$ cat config.mk
export PLATFORM = sky130hd
export DESIGN_NAME = sap1_controller_sequencer
export DESIGN_NICKNAME = d
export VERILOG_FILES = /design/src/rtl/sap1_controller_sequencer.sv
export SDC_FILE = /design/constraint.sdc
export NUM_CORES = 1
export LEC_CHECK = 0
export BUFFER_PORTS_ARGS = -buffer_cell sky130_fd_sc_hd__buf_2
export CAP_MARGIN = 5
export CORE_AREA = 4 4 41 43
export CTS_CLUSTER_SIZE = 8
export DETAILED_ROUTE_END_ITERATION = 10
export DIE_AREA = 0 0 45 47
export GPL_TIMING_DRIVEN = 1
export PLACE_DENSITY = 0.66
export SYNTH_ARGS = -nofsm -noshare
export SYNTH_HDL_FRONTEND = slang
export SYNTH_SLANG_ARGS = --single-unit
$ cat constraint.sdc
create_clock -name CLK -period 2.7 [get_ports CLK]
set_input_delay 0.405 -clock CLK [delete_from_list [all_inputs] [get_ports CLK]]
set_output_delay 0.405 -clock CLK [all_outputs]
set_load 0.05 [all_outputs]
$ cat src/rtl/sap1_controller_sequencer.sv
// -----------------------------------------------------------------------------
// sap1_controller_sequencer
//
// Controller-sequencer for the 8-bit SAP-1 datapath. A six-state one-hot ring
// counter (T1..T6) and the instruction opcode are decoded into the 12-bit
// control word. This word drives every load and bus-enable on the W bus.
// The ring either free-runs or advances once per rising edge of STEP in
// manual mode. An HLT instruction freezes the ring at T4 until CLR.
//
// Ports:
//   CLK     in   system clock, all state changes on posedge
//   CLR     in   synchronous active-high reset, also masks the control word
//   opcode  in   IR[7:4], meaningful from T4 onward
//   MANUAL  in   1 = single-step, 0 = free-run
//   STEP    in   debounced step level, rising edge advances in manual mode
//   T       out  one-hot ring state, T[0]=T1 .. T[5]=T6
//   Cp, Ep, nLm, nCE, nLi, nEi, nLa, Ea, Su, Eu, nLb, nLo
//           out  control word (n-prefixed signals are active-low)
//   HLT     out  halted flag
// -----------------------------------------------------------------------------
module sap1_controller_sequencer (
  input  logic       CLK,
  input  logic       CLR,
  input  logic [3:0] opcode,
  input  logic       MANUAL,
  input  logic       STEP,
  output logic [5:0] T,
  output logic       Cp,
  output logic       Ep,
  output logic       nLm,
  output logic       nCE,
  output logic       nLi,
  output logic       nEi,
  output logic       nLa,
  output logic       Ea,
  output logic       Su,
  output logic       Eu,
  output logic       nLb,
  output logic       nLo,
  output logic       HLT
);

  localparam logic [3:0] OP_LDA = 4'h0;
  localparam logic [3:0] OP_ADD = 4'h1;
  localparam logic [3:0] OP_SUB = 4'h2;
  localparam logic [3:0] OP_OUT = 4'hE;
  localparam logic [3:0] OP_HLT = 4'hF;

  localparam logic [5:0] T1_STATE = 6'b000001;

  logic [5:0] t_reg;
  logic [5:0] t_next;
  logic       halt_reg;
  logic       step_reg;
  logic       advance;

  // Rotate left by one position, so T6 wraps back to T1.
  genvar gi;
  generate
    for (gi = 0; gi < 6; gi++) begin : g_rot
      assign t_next[gi] = t_reg[(gi + 5) % 6];
    end
  endgenerate

  // In manual mode only a 0->1 transition of STEP moves the ring. A held
  // switch therefore yields exactly one T-state.
  assign advance = !MANUAL || (STEP && !step_reg);

  always_ff @(posedge CLK) begin
    if (CLR) begin
      t_reg    <= T1_STATE;
      halt_reg <= 1'b0;
      step_reg <= 1'b0;
    end else begin
      step_reg <= STEP;
      if (!halt_reg && advance) begin
        // HLT is caught on the edge that would leave T4. The ring stays
        // parked at T4 instead of rotating.
        if (t_reg[3] && opcode == OP_HLT) begin
          halt_reg <= 1'b1;
        end else begin
          t_reg <= t_next;
        end
      end
    end
  end

  // Control word decode. Each T-state enables at most one W-bus driver, so
  // the bus is never contended.
  always_comb begin
    Cp  = 1'b0;
    Ep  = 1'b0;
    nLm = 1'b1;
    nCE = 1'b1;
    nLi = 1'b1;
    nEi = 1'b1;
    nLa = 1'b1;
    Ea  = 1'b0;
    Su  = 1'b0;
    Eu  = 1'b0;
    nLb = 1'b1;
    nLo = 1'b1;
    if (!CLR && !halt_reg) begin
      // Fetch: PC -> MAR, increment PC, RAM -> IR.
      if (t_reg[0]) begin
        Ep  = 1'b1;
        nLm = 1'b0;
      end
      if (t_reg[1]) begin
        Cp = 1'b1;
      end
      if (t_reg[2]) begin
        nCE = 1'b0;
        nLi = 1'b0;
      end
      // Execute.
      if (t_reg[3]) begin
        case (opcode)
          OP_LDA, OP_ADD, OP_SUB: begin
            nEi = 1'b0;
            nLm = 1'b0;
          end
          OP_OUT: begin
            Ea  = 1'b1;
            nLo = 1'b0;
          end
          default: ;
        endcase
      end
      if (t_reg[4]) begin
        case (opcode)
          OP_LDA: begin
            nCE = 1'b0;
            nLa = 1'b0;
          end
          OP_ADD, OP_SUB: begin
            nCE = 1'b0;
            nLb = 1'b0;
          end
          default: ;
        endcase
      end
      if (t_reg[5]) begin
        case (opcode)
          OP_ADD, OP_SUB: begin
            Eu  = 1'b1;
            nLa = 1'b0;
            Su  = (opcode == OP_SUB);
          end
          default: ;
        endcase
      end
    end
  end

  assign T   = t_reg;
  assign HLT = halt_reg;

endmodule

# Word-level counts from Yosys, hierarchy flattened
# Cells that the tools add are included.
[word_totals] regBits=8 input_bits=8 out_inout_bits=19 elab_cells=58
[op_classes] n_eq_ne=4 n_mux=36 bitwise=1 n_reduce_logical=14
[op_table] op="1-bit two-way mux" count=36
[op_table] op="4-bit equality test (second input constant)" count=2
[op_table] op="4-bit by 1-bit equality test with 1-bit output (second input constant)" count=1
[op_table] op="4-bit by 2-bit equality test with 1-bit output (second input constant)" count=1
[op_table] op="1-bit logical AND" count=4
[op_table] op="1-bit logical NOT" count=4
[op_table] op="4-bit logical NOT" count=1
[op_table] op="2-bit AND reduction" count=2
[op_table] op="3-bit OR reduction" count=1
[op_table] op="2-bit OR reduction" count=1
[op_table] op="1-bit logical OR" count=1
[op_table] op="1-bit inverter" count=1

# Depth between registers and ports, before layout
[depth] depth_word=6 mapped_depth=4

# Worst setup path before layout
# Ideal clock, no wire load.
[synth_timing] path_kind="register -> output" from="register halt_reg, in the netlist HLT" to="output port nLm" t_arrival_ns=2.085 t_required_ns=2.295 path_slack_ns=0.210 stages_incl_launch_ff=4 path_cell_list="dfxtp_1 nor2_1 and2_1 a31oi_1"
[synth_between] elab_chain_cells=3
[synth_rtl] item="start: declaration" line="53" text="logic halt_reg;"
[synth_rtl] item="start signal: assignment" line="72" text="halt_reg <= 1'b0;"
[synth_rtl] item="start signal: assignment" line="80" text="halt_reg <= 1'b1;"
[synth_rtl] item="1-bit logical NOT" line="103" text="if (!CLR && !halt_reg) begin"
[synth_rtl] item="1-bit logical AND" line="103"
[synth_rtl] item="1-bit two-way mux" line="103"
[synth_rtl] item="end: declaration" line="30" text="output logic nLm,"
# Every way passes these cells.

# Worst setup path after layout
[layout_timing] from="register halt_reg, in the netlist HLT" to="output port Eu"
[layout_between] elab_chain_cells=3
[layout_rtl] item="1-bit logical NOT" line="103"
[layout_rtl] item="1-bit logical AND" line="103"
[layout_rtl] item="1-bit two-way mux" line="103"
[layout_rtl] item="end: declaration" line="37" text="output logic Eu,"
# Every way passes these cells.

==> summary.md <==
| Metric | Value |
|---|---|
| Area leader, netlist | dfxtp_1 |
| Yosys warns | 0 |
| Setup_tns | 0 ns |
| Power Total | 0.0003213 W |
| Global-route wire length before repair | 1890 um |
| Cts hold-fix bufs | 0 |
| Drt pass-1 iters | 4 |
| Net Sw Power | 0.0001180 W |
| Filler Cells Inserted | 143 |
| Vias per cell | 4.980 |
| Largest register FFs | 6 |
| FF+latch count, synth | 8 |
| Fin nets | between 90 and 100 |
| Hold Path Class | in -> reg |
| Worst reg-to-reg path cell count | 3 |
| Initial Utilization | 0.3673 |
| Critical path type | reg -> out |
| Status | complete, no violations |
| Worst skew pair latency | about 0.25 ns |
| Final worst path period need | 2.004 ns |
| Die Span Y | 47 um |
| CTS tree | built |
| Largest net degree at the start of global routing | 15 |
| Critical Path RT | roughly 2.3 ns |
| Unrepaired setup endpoints after global routing | false |
| Maximum clock frequency | 499.0 MHz |
| Final Setup Violations | 0 |
| DRC | 0 |
| Top Ports | 27 |
| Area of the mapped netlist | between 400 and 500 um2 |
| Worst-Margin Slew | ~0.50 ns |
| FP Rows | 13 |
| VDD IR max | 0.0002344 V |
| Area grow syn2layout | 32.72% |
| Post-DP HPWL | 927 um |
| WHS Path Cells | 2 |
| Core Area | 1301 um2 |
| CTS Buf Count | 3 |
| Max Cap Viol | 0 |
| Clock transition at the registers of the reported paths | 0.05 ns |
| Final period utilization | 0.7422 |
| Critical path capture point type | output pin |
| Gr usage total | 0.1234 |
| Avg WL per Cell | 12.12 um |
| Flop pwr share | 0.415 |
| Power per cell area | 506.4 nW/um2 |
| Final Max Slew Viols | 0 |
| Worst Path Arrival | between 1.5 and 2 ns |
| Cts repair resizes | 0 |
| Pleak | 0.3037 nW |
| Detail Route Antenna Nets | 0 |
| Mean Syn Cell Area | 8.535 um2 |
| Sink Count | 8 |
| Synth top area share | 0.3351 |
| H-tree Lvls | 1 |
| Top post-synthesis cells by area | dfxtp_1 (34%), mux2i_1 (10%), nand2b_1 (9.2%), inv_1 (3.9%), nor2_1 (3.9%) |
| Seq/Total Area, Yosys | 0.3351 |
| Unique masters post-synth | 24 |
| Sw Ratio | 0.3672 |
| Clock Path Buffers | 2 |
| GP Congestion | 0.7644 |
| Root buffer cell | clkbuf_4 |
| Grt ovf | 0 |
| Post-Route WL | 1188 um |
| Setup Skew | 0.002058 ns |
| Cell count after synthesis | 56 |
| Post-CTS Setup Bufs | 0 |
| Vias after detailed routing | 488 |
| Initial antenna violation count | 0 |
| Antenna cell count | 0 |
| Slew Limit Headroom | 0.6640 |
| Clock share of power | 0.285 |
| Pint | 0.0002033 W |
| Final hold vios | 0 |
| Die Area | 2115 um2 |
| Port-buffer cells | 26 |
| Chip Width | 45 um |
| Iter 0 DRT Violations | 10 |
| Vias in the first global route | 442 |
| CP startpoint kind | flop |
| Crit path max fanout | 6 |
| Share of cells above drive strength 1 | 0.3735 |
| Gate power share | 0.300 |
| Synth Net Count | 64 |
-- worst paths after layout --
path                                   startpoint                  end  slack, ns
worst min register to register  T[1]$_SDFFE_PP0P_    T[2]$_SDFFE_PP0P_       0.52
worst min-delay path                         STEP  step_reg$_SDFF_PP0_       0.42
worst max register to register  T[3]$_SDFFE_PP0P_    T[3]$_SDFFE_PP0P_       1.43
worst max-delay path             HLT$_SDFFE_PP0P_                   Eu       0.70
-- layout make-up --
cell class | instances | area, um2 | area share
inverters | 5 | 18.77 | 0.02959
well taps | 15 | 18.77 | 0.02959
flip-flops and latches | 8 | 160.2 | 0.2525
clock buffers | 3 | 22.52 | 0.03550
repair buffers | 26 | 130.1 | 0.2051
multi-input cells | 41 | 284.0 | 0.4477
-- cell usage in the layout (no fill, tap or decap), drive strengths merged --
master	count
nor4	1
nand3	3
nor2	5
buf	26
o21ai	1
xor2	1
a31oi	1
and3	2
a211o	1
inv	5
nor2b	2
a22o	1
mux2i	5
clkbuf	3
nand2	3
a21oi	1
and4	1
o221a	1
nor4b	1
nand2b	7
a221oi	1
a32oi	1
and2	2
dfxtp	8
-- cell families after synthesis --
group | count (synthesis) | share of synthesized area
AND/OR/NAND/NOR | 27 | 0.3272
multiplexers | 5 | 0.1047
AO/OA/AOI/OAI | 8 | 0.1440
XOR/XNOR | 1 | 0.01833
flip-flops | 8 | 0.3351
buffers and inverters | 7 | 0.07068
-- synthesized netlist by cell type --
| cell type | instances |
|---|---|
| dfxtp_1 | 8 |
| nand2b_1 | 7 |
| inv_1 | 5 |
| mux2i_1 | 5 |
| nor2_1 | 5 |
| nand2_1 | 3 |
| nand3_1 | 3 |
| and2_1 | 2 |
| and3_1 | 2 |
| nor2b_1 | 2 |
| a211o_1 | 1 |
| a21oi_1 | 1 |
| a221oi_2 | 1 |
| a22o_1 | 1 |
| a31oi_1 | 1 |
| a32oi_1 | 1 |
| and4_1 | 1 |
| buf_6 | 1 |
| clkbuf_1 | 1 |
| nor4_2 | 1 |
| nor4b_1 | 1 |
| o21ai_0 | 1 |
| o221a_1 | 1 |
| xor2_1 | 1 |
-- routing by layer --
| metal | share of wire | wire [um] | GRT usage |
|---|---|---|---|
| met1 | 0.47 | 556 | 0.1553 |
| met2 | 0.43 | 507 | 0.1893 |
| met3 | 0.094 | 112 | 0.02299 |
| met4 | 0.010 | 12 | 0.08772 |
| met5 | 0 | 0 | 0 |
-- power groups by stage --
stage | logic, W | registers [W] | clock network [W]
after detailed placement | 0.0000964 | 0.000136 | 0
final | 0.0000962 | 0.000133 | 0.0000916
after global routing | 0.000102 | 0.000135 | 0.000101
after floorplan | 0.0000509 | 0.000158 | 0
after CTS | 0.0000969 | 0.000134 | 0.0000946
after global placement | 0.0000958 | 0.000136 | 0
-- per-stage QoR --
step	instance area (um2)	instances	utilization	setup WS [ns]	hold WS, ns
final	634.4	98	0.4875	0.6960	0.4159
after global routing	634.4	98	0.4875	0.5864	0.4406
after CTS	634.4	98	0.4875	0.6891	0.4140
after detailed placement	611.8	95	0.4702	0.8063	0.5064
after global placement	611.8	95	0.4702	0.8297	0.4986
after floorplan	478.0	56	-	0.2103	0.5332
-- worst max-delay path: stages, from the launching register on --
cell and delay (ns):
dfxtp_1 0.35, nor4_2 0.52, and3_1 0.22, buf_2 0.25
Note: power is estimated with default switching activity, not from simulation.
